$ cat config.mk
export PLATFORM = sky130hd
export DESIGN_NAME = snoop_bus_arbiter
export DESIGN_NICKNAME = d
export VERILOG_FILES = /design/src/rtl/snoop_bus_arbiter.sv
export SDC_FILE = /design/constraint.sdc
export NUM_CORES = 1
export LEC_CHECK = 0
export CAP_MARGIN = 20
export CORE_ASPECT_RATIO = 0.7
export CORE_MARGIN = 2
export CORE_UTILIZATION = 41
export DETAILED_ROUTE_END_ITERATION = 10
export PLACE_DENSITY = 0.82
export SETUP_SLACK_MARGIN = 0.1
export SLEW_MARGIN = 15
export SYNTH_ARGS = -nofsm -noshare
export SYNTH_HDL_FRONTEND = slang
export SYNTH_SLANG_ARGS = --single-unit
$ cat constraint.sdc
create_clock -name clk -period 2.1 [get_ports clk]
set_clock_uncertainty 0.05 [all_clocks]
set_input_delay 0.42 -clock clk [delete_from_list [all_inputs] [get_ports clk]]
set_output_delay 0.42 -clock clk [all_outputs]
set_load 0.005 [all_outputs]
$ cat src/rtl/snoop_bus_arbiter.sv
// snoop_bus_arbiter: round-robin owner of the shared coherence snoop bus for 4 cores.
// Grants one requester, broadcasts its BusRd/BusRdX/BusUpgr, gathers snoop
// hit/dirty responses, sequences the dirty writeback and memory fill, and
// returns the MESI fill state to the owner with a one-cycle done pulse.
// Optional watchdog on the WB/MEM waits: define SNOOP_TIMEOUT_EN.
module snoop_bus_arbiter #(
  parameter int ADDR_W      = 12,
  parameter int SNOOP_LAT   = 2,
  parameter int TIMEOUT_CYC = 255
) (
  input  logic                  clk,
  input  logic                  reset,
  input  logic [3:0]            req,
  input  logic [7:0]            req_op,
  input  logic [4*ADDR_W-1:0]   req_addr,
  output logic [3:0]            grant,
  output logic                  snoop_valid,
  output logic [1:0]            snoop_op,
  output logic [ADDR_W-1:0]     snoop_addr,
  output logic [1:0]            snoop_src,
  input  logic [3:0]            snoop_hit,
  input  logic [3:0]            snoop_dirty,
  input  logic                  wb_done,
  output logic                  mem_req,
  output logic [ADDR_W-1:0]     mem_addr,
  input  logic                  mem_ack,
  output logic [3:0]            done,
  output logic [1:0]            fill_state,
  output logic                  err
);

  localparam logic [1:0] OP_RD   = 2'b01;
  localparam logic [1:0] OP_UPGR = 2'b11;

  localparam logic [1:0] MESI_M = 2'b00;
  localparam logic [1:0] MESI_E = 2'b01;
  localparam logic [1:0] MESI_S = 2'b10;
  localparam logic [1:0] MESI_I = 2'b11;

  if (SNOOP_LAT < 1 || SNOOP_LAT > 15 || TIMEOUT_CYC < 1) begin : g_param_check
    $error("snoop_bus_arbiter: SNOOP_LAT must be 1..15 and TIMEOUT_CYC >= 1");
  end

  typedef enum logic [2:0] {
    S_IDLE  = 3'd0,
    S_SNOOP = 3'd1,
    S_WB    = 3'd2,
    S_MEM   = 3'd3,
    S_DONE  = 3'd4
  } state_t;

  state_t              state;
  state_t              state_nxt;
  logic [1:0]          rr_ptr;
  logic [3:0]          lat_cnt;
  logic                lat_last;
  logic [3:0]          hit_m;
  logic [3:0]          dirty_now;
  logic [3:0]          elig;
  logic [2:0]          pick;
  logic [1:0]          pick_op;
  logic [ADDR_W-1:0]   pick_addr;

  // Round-robin search starting just after the last owner; {found, index}.
  function automatic logic [2:0] rr_pick(input logic [3:0] cand, input logic [1:0] last);
    logic [2:0] r;
    logic [1:0] idx;
    r = 3'b000;
    // Walk farthest offset first so the nearest eligible index wins.
    for (int k = 4; k >= 1; k--) begin
      idx = last + 2'(k);
      if (cand[idx]) r = {1'b1, idx};
    end
    return r;
  endfunction

  // MESI state to install in the owner once the transaction resolves.
  function automatic logic [1:0] fill_of(input logic [1:0] op, input logic [3:0] sharers);
    if (op == OP_RD) return (sharers != 4'b0000) ? MESI_S : MESI_E;
    return MESI_M;
  endfunction

  assign lat_last  = (lat_cnt == 4'(SNOOP_LAT));
  assign dirty_now = snoop_dirty & ~grant;

`ifdef SNOOP_TIMEOUT_EN
  localparam int TMO_W = ($clog2(TIMEOUT_CYC + 1) > 8) ? $clog2(TIMEOUT_CYC + 1) : 8;

  logic [TMO_W-1:0] tmo_cnt;
  logic             tmo_last;
  logic             tmo_fire;
  logic             timed_out;

  assign tmo_last = ((tmo_cnt + TMO_W'(1)) == TMO_W'(TIMEOUT_CYC));
`endif

  // Eligibility, arbitration pick and the winner's op/address.
  always_comb begin
    elig      = 4'b0000;
    pick_op   = 2'b00;
    pick_addr = '0;
    for (int i = 0; i < 4; i++) begin
      elig[i] = req[i] & (req_op[2*i +: 2] != 2'b00);
    end
    pick = rr_pick(elig, rr_ptr);
    for (int i = 0; i < 4; i++) begin
      if (pick[1:0] == 2'(i)) begin
        pick_op   = req_op[2*i +: 2];
        pick_addr = req_addr[ADDR_W*i +: ADDR_W];
      end
    end
  end

  // FSM state register.
  always_ff @(posedge clk or negedge reset) begin
    if (!reset) state <= S_IDLE;
    else        state <= state_nxt;
  end

  // Next-state and output decode.
  always_comb begin
    state_nxt   = state;
    snoop_valid = 1'b0;
    mem_req     = 1'b0;
    mem_addr    = '0;
    done        = 4'b0000;
    fill_state  = MESI_I;
    err         = 1'b0;
`ifdef SNOOP_TIMEOUT_EN
    tmo_fire    = 1'b0;
`endif
    case (state)
      S_IDLE: begin
        if (pick[2]) state_nxt = S_SNOOP;
      end
      S_SNOOP: begin
        snoop_valid = (lat_cnt == 4'd0);
        if (lat_last) begin
          if (dirty_now != 4'b0000)    state_nxt = S_WB;
          else if (snoop_op == OP_UPGR) state_nxt = S_DONE;
          else                          state_nxt = S_MEM;
        end
      end
      S_WB: begin
        if (wb_done) begin
          state_nxt = (snoop_op == OP_UPGR) ? S_DONE : S_MEM;
        end
`ifdef SNOOP_TIMEOUT_EN
        else if (tmo_last) begin
          state_nxt = S_DONE;
          tmo_fire  = 1'b1;
        end
`endif
      end
      S_MEM: begin
        mem_req  = 1'b1;
        mem_addr = snoop_addr;
        if (mem_ack) begin
          state_nxt = S_DONE;
        end
`ifdef SNOOP_TIMEOUT_EN
        else if (tmo_last) begin
          state_nxt = S_DONE;
          tmo_fire  = 1'b1;
        end
`endif
      end
      S_DONE: begin
        state_nxt  = S_IDLE;
        done       = grant;
        fill_state = fill_of(snoop_op, hit_m);
`ifdef SNOOP_TIMEOUT_EN
        if (timed_out) begin
          fill_state = MESI_I;
          err        = 1'b1;
        end
`endif
      end
      default: state_nxt = S_IDLE;
    endcase
  end

  // Owner latch, grant, snoop latency count, sharer capture and RR pointer.
  always_ff @(posedge clk or negedge reset) begin
    if (!reset) begin
      grant      <= 4'b0000;
      rr_ptr     <= 2'd3;
      snoop_src  <= 2'd0;
      snoop_op   <= 2'b00;
      snoop_addr <= '0;
      lat_cnt    <= 4'd0;
      hit_m      <= 4'b0000;
    end else begin
      case (state)
        S_IDLE: begin
          lat_cnt <= 4'd0;
          if (pick[2]) begin
            grant      <= 4'b0001 << pick[1:0];
            snoop_src  <= pick[1:0];
            snoop_op   <= pick_op;
            snoop_addr <= pick_addr;
          end
        end
        S_SNOOP: begin
          lat_cnt <= lat_cnt + 4'd1;
          if (lat_last) hit_m <= snoop_hit & ~grant;
        end
        S_DONE: begin
          rr_ptr <= snoop_src;
          grant  <= 4'b0000;
        end
        default: ;
      endcase
    end
  end

`ifdef SNOOP_TIMEOUT_EN
  // Watchdog: restarts on every entry to WB or MEM, flags the DONE it forces.
  always_ff @(posedge clk or negedge reset) begin
    if (!reset) begin
      tmo_cnt   <= '0;
      timed_out <= 1'b0;
    end else begin
      timed_out <= tmo_fire;
      if ((state_nxt == S_WB || state_nxt == S_MEM) && state_nxt != state)
        tmo_cnt <= '0;
      else if (state == S_WB || state == S_MEM)
        tmo_cnt <= tmo_cnt + TMO_W'(1);
    end
  end
`endif

endmodule

==> run_results.csv <==
group,metric,value,unit
outcome,status,"finished clean",
cts,cts_tree,"built",
global_routing,grt_pass1_vias,2559,
setup_path,crit_type,"flop to output port",
floorplan,die_h,65.98,um
global_routing,antenna_found_initial,0,
floorplan,initial_utilization,42.79,%
final_layout,layout_common_cells,"80 x clkdlybuf4s50_1, 30 x nand2_1, 30 x dfrtp_1",
global_routing,grt_start_max_net_pins,34,
final_layout,fin_util,80.37,%
final_layout,fillers,319,
sta,fin_crit_sh,99.38,%
sta,worst_slack,12.96,ps
final_layout,nNetsFinal,475,
route,via_count,2525,
setup_path,max_stage_delay,380,ps
sta,min_period,2087,ps
cts,h-tree-depth,2,
cts,clock_sinks,33,
synth,syn_inst,247,
setup_path,slowest_stage,"dfrtp_1",
synth,ys.flop_type,"dfrtp_1",
sta,tightest_slew,767.0,ps
power_and_ir_drop,cellLeakagePower,1.888,nW
route,routed_wl,8.691,mm
route,antenna_left,0,
final_layout,syn2layout_area_growth,87.82,%
synth,postSynthRegisterBits,33,
sta,slew_violations,0,
synth,yosysSeqAreaShare,36.82,%
route,wl_per_cell,18.41,um
setup_path,crit_fanout,3,
floorplan,die_width,92.54,um
floorplan,rows,22,
global_routing,grt_usage,27.13,%
setup_path,end_kind,"output port",
sta,fmax,479.1,MHz
power_and_ir_drop,max-vdd-ir-drop,0.5355,mV
setup_path,cp.required,1630,ps
cts,clockRootBuffer,"clkbuf_8",
setup_path,crit_chain,"inv_2 -> nor3b_4 -> buf_6 -> buf_6 -> buf_6 -> and2_4 -> buf_6",
setup_path,worstSetupStartpointType,"flop",
placement,portBuffers,111,
synth,syn_nets,322,
placement,post-place-ws,-350.7,ps
cts,clk_latency,290,ps
setup_path,path_delay_family,"buffers and inverters",
final_layout,drive_gt1_share,34.75,%
cts,numCtsBuffers,5,
sta,hold_viol,0,
final_layout,multiInputGateArea,1628,um^2
floorplan,die-area,6105,um^2
job,drv_cap,0,
setup_path,cp_num_cells,7,
sta,finalSetupViolations,0,
synth,synthDistinctLibCells,44,
synth,synth-async-reset-ratio,100.0,%
route,drc_errors,0,
setup_path,crit_path_start,"state[1]$_DFFE_PN0P_",
synth,syn_avg_cell_area,9.108,um^2
synth,yosysWarnings,0,
placement,dp_hpwl,5.424,mm
setup_path,arrival,1620,ps
final_layout,mostFrequentLayoutCell,"clkdlybuf4s50_1",
cts,clkTransAtPathRegs,70,ps
route,via_per_inst,5.350,
setup_path,cpMostUsedCell,"buf_6",
placement,place_area,3565,um^2
final_layout,final-seq-area,829.5,um^2
sta,grt_setup_unrepaired,"yes",
power_and_ir_drop,powerDensity,1242,nW/um^2
route,drtIter0Drc,97,
final_layout,n_antenna_cell,0,
global_routing,grt_pass1_wl,12.70,mm
synth,syn_area,2250,um^2
sta,relSlewSlack,48.87,%
setup_path,r2r_cells,7,
setup_path,reg2reg_from,"state[1]$_DFFE_PN0P_",
placement,gp_congestion,0.8474,
route,firstDrtPassIters,4,
final_layout,finalInstanceArea,4225,um^2
min_path,min_path_type,"input pin to asynchronous set/reset pin",
floorplan,core,5258,um^2
global_routing,overflow,0,
floorplan,ioPinCount,113,
cts,cts_buffer_depth,2,
setup_path,cp_num_buf_inv,5,
synth,synth_edf_count,0,
-- synthesized netlist by cell type (2+ instances only) --
cell | n | area (um^2)
a21o_1 | 13 | 97.59
a21oi_1 | 7 | 35.03
a22o_1 | 2 | 17.52
a22oi_1 | 2 | 15.01
a2bb2oi_1 | 2 | 17.52
and2_1 | 14 | 87.58
and3_1 | 3 | 18.77
buf_2 | 4 | 20.02
buf_4 | 4 | 30.03
buf_6 | 2 | 22.52
clkbuf_1 | 3 | 11.26
dfrtp_1 | 31 | 775.7
dfstp_2 | 2 | 52.55
ha_1 | 3 | 37.54
inv_1 | 9 | 33.78
mux2i_1 | 26 | 260.3
nand2_1 | 31 | 116.4
nand2b_1 | 5 | 31.28
nand3_1 | 10 | 50.05
nor2_1 | 11 | 41.29
nor3b_1 | 2 | 15.01
nor4b_1 | 3 | 26.28
o211ai_1 | 4 | 30.03
o21a_1 | 4 | 30.03
o21ai_0 | 17 | 85.08
o21ai_1 | 2 | 10.01
o22ai_1 | 4 | 25.02
o22ai_2 | 9 | 112.6
o31ai_1 | 3 | 22.52
-- per-layer routing --
metal,part of all wire [%],GRT usage [%],vias to the layer above
met5,0,0,-
met4,3.0,9.515,0
met3,6.2,5.245,23
met2,49,45.16,101
met1,42,35.54,1211
li1,-,-,1190
-- power breakdown --
part           total (mW)  internal (mW)  switching (mW)
registers            1.28          0.957           0.319
logic                3.48           1.99            1.49
clock network       0.491          0.260           0.231
-- final timing paths --
path | endpoint | slack [ps]
min in group clk | rr_ptr[0]$_DFFE_PN1P_ | 460
max in group asynchronous | state[0]$_DFFE_PN0P_ | 1300
worst min register to register | rr_ptr[0]$_DFFE_PN1P_ | 460
worst min-delay path | snoop_src[0]$_DFFE_PN0P_ | 150
worst max register to register | snoop_addr[11]$_DFFE_PN0P_ | 50
worst max-delay path | mem_addr[7] | 10
-- metrics by stage --
stage | cells | hold WS [ps] | setup TNS [ps] | power [mW]
final | 472 | 153.6 | 0 | 5.248
after detailed placement | 439 | 427.0 | -5865 | 3.738
after global routing | 472 | 209.0 | -17.08 | 5.558
after floorplan | 247 | 74.41 | 0 | 2.548
after global placement | 439 | 411.6 | -4863 | 3.654
after CTS | 468 | 172.5 | 0 | 4.719
-- timing repair --
item | in CTS | in global routing
pin swaps | 20 | 12
gates resized for setup | 116 | 61
setup endpoints to repair | 36 | 31
setup buffers | 18 | 3
hold buffers | 0 | 0
cloned | 4 | 1
-- area by class of cell --
class / count / area share (%)
flip-flops and latches: 33 / 19.63
repair buffers: 159 / 36.87
inverters: 9 / 0.7995
well taps: 72 / 2.132
clock buffers: 7 / 2.043
multi-input cells: 192 / 38.53
-- logic make-up (layout without fill, tap and decap cells) --
logic type	count (synthesis)	in the layout	synth area share [%]
AND/OR/NAND/NOR	89	90	20.80
buffers and inverters	23	175	5.395
other	1	1	0.1667
AO/OA/AOI/OAI	71	71	23.08
adder cells (fa/ha/maj)	3	3	1.669
multiplexers	27	27	12.07
flip-flops	33	33	36.82
-- flip-flops by register name, summed over array words and instances, names as in the netlist --
name and cells:
snoop_addr 12, grant 4, rr_ptr 2, hit_m 4, snoop_op 2, snoop_src 2, lat_cnt 4, state 3
No activity file was read; power rests on OpenSTA's default activity.
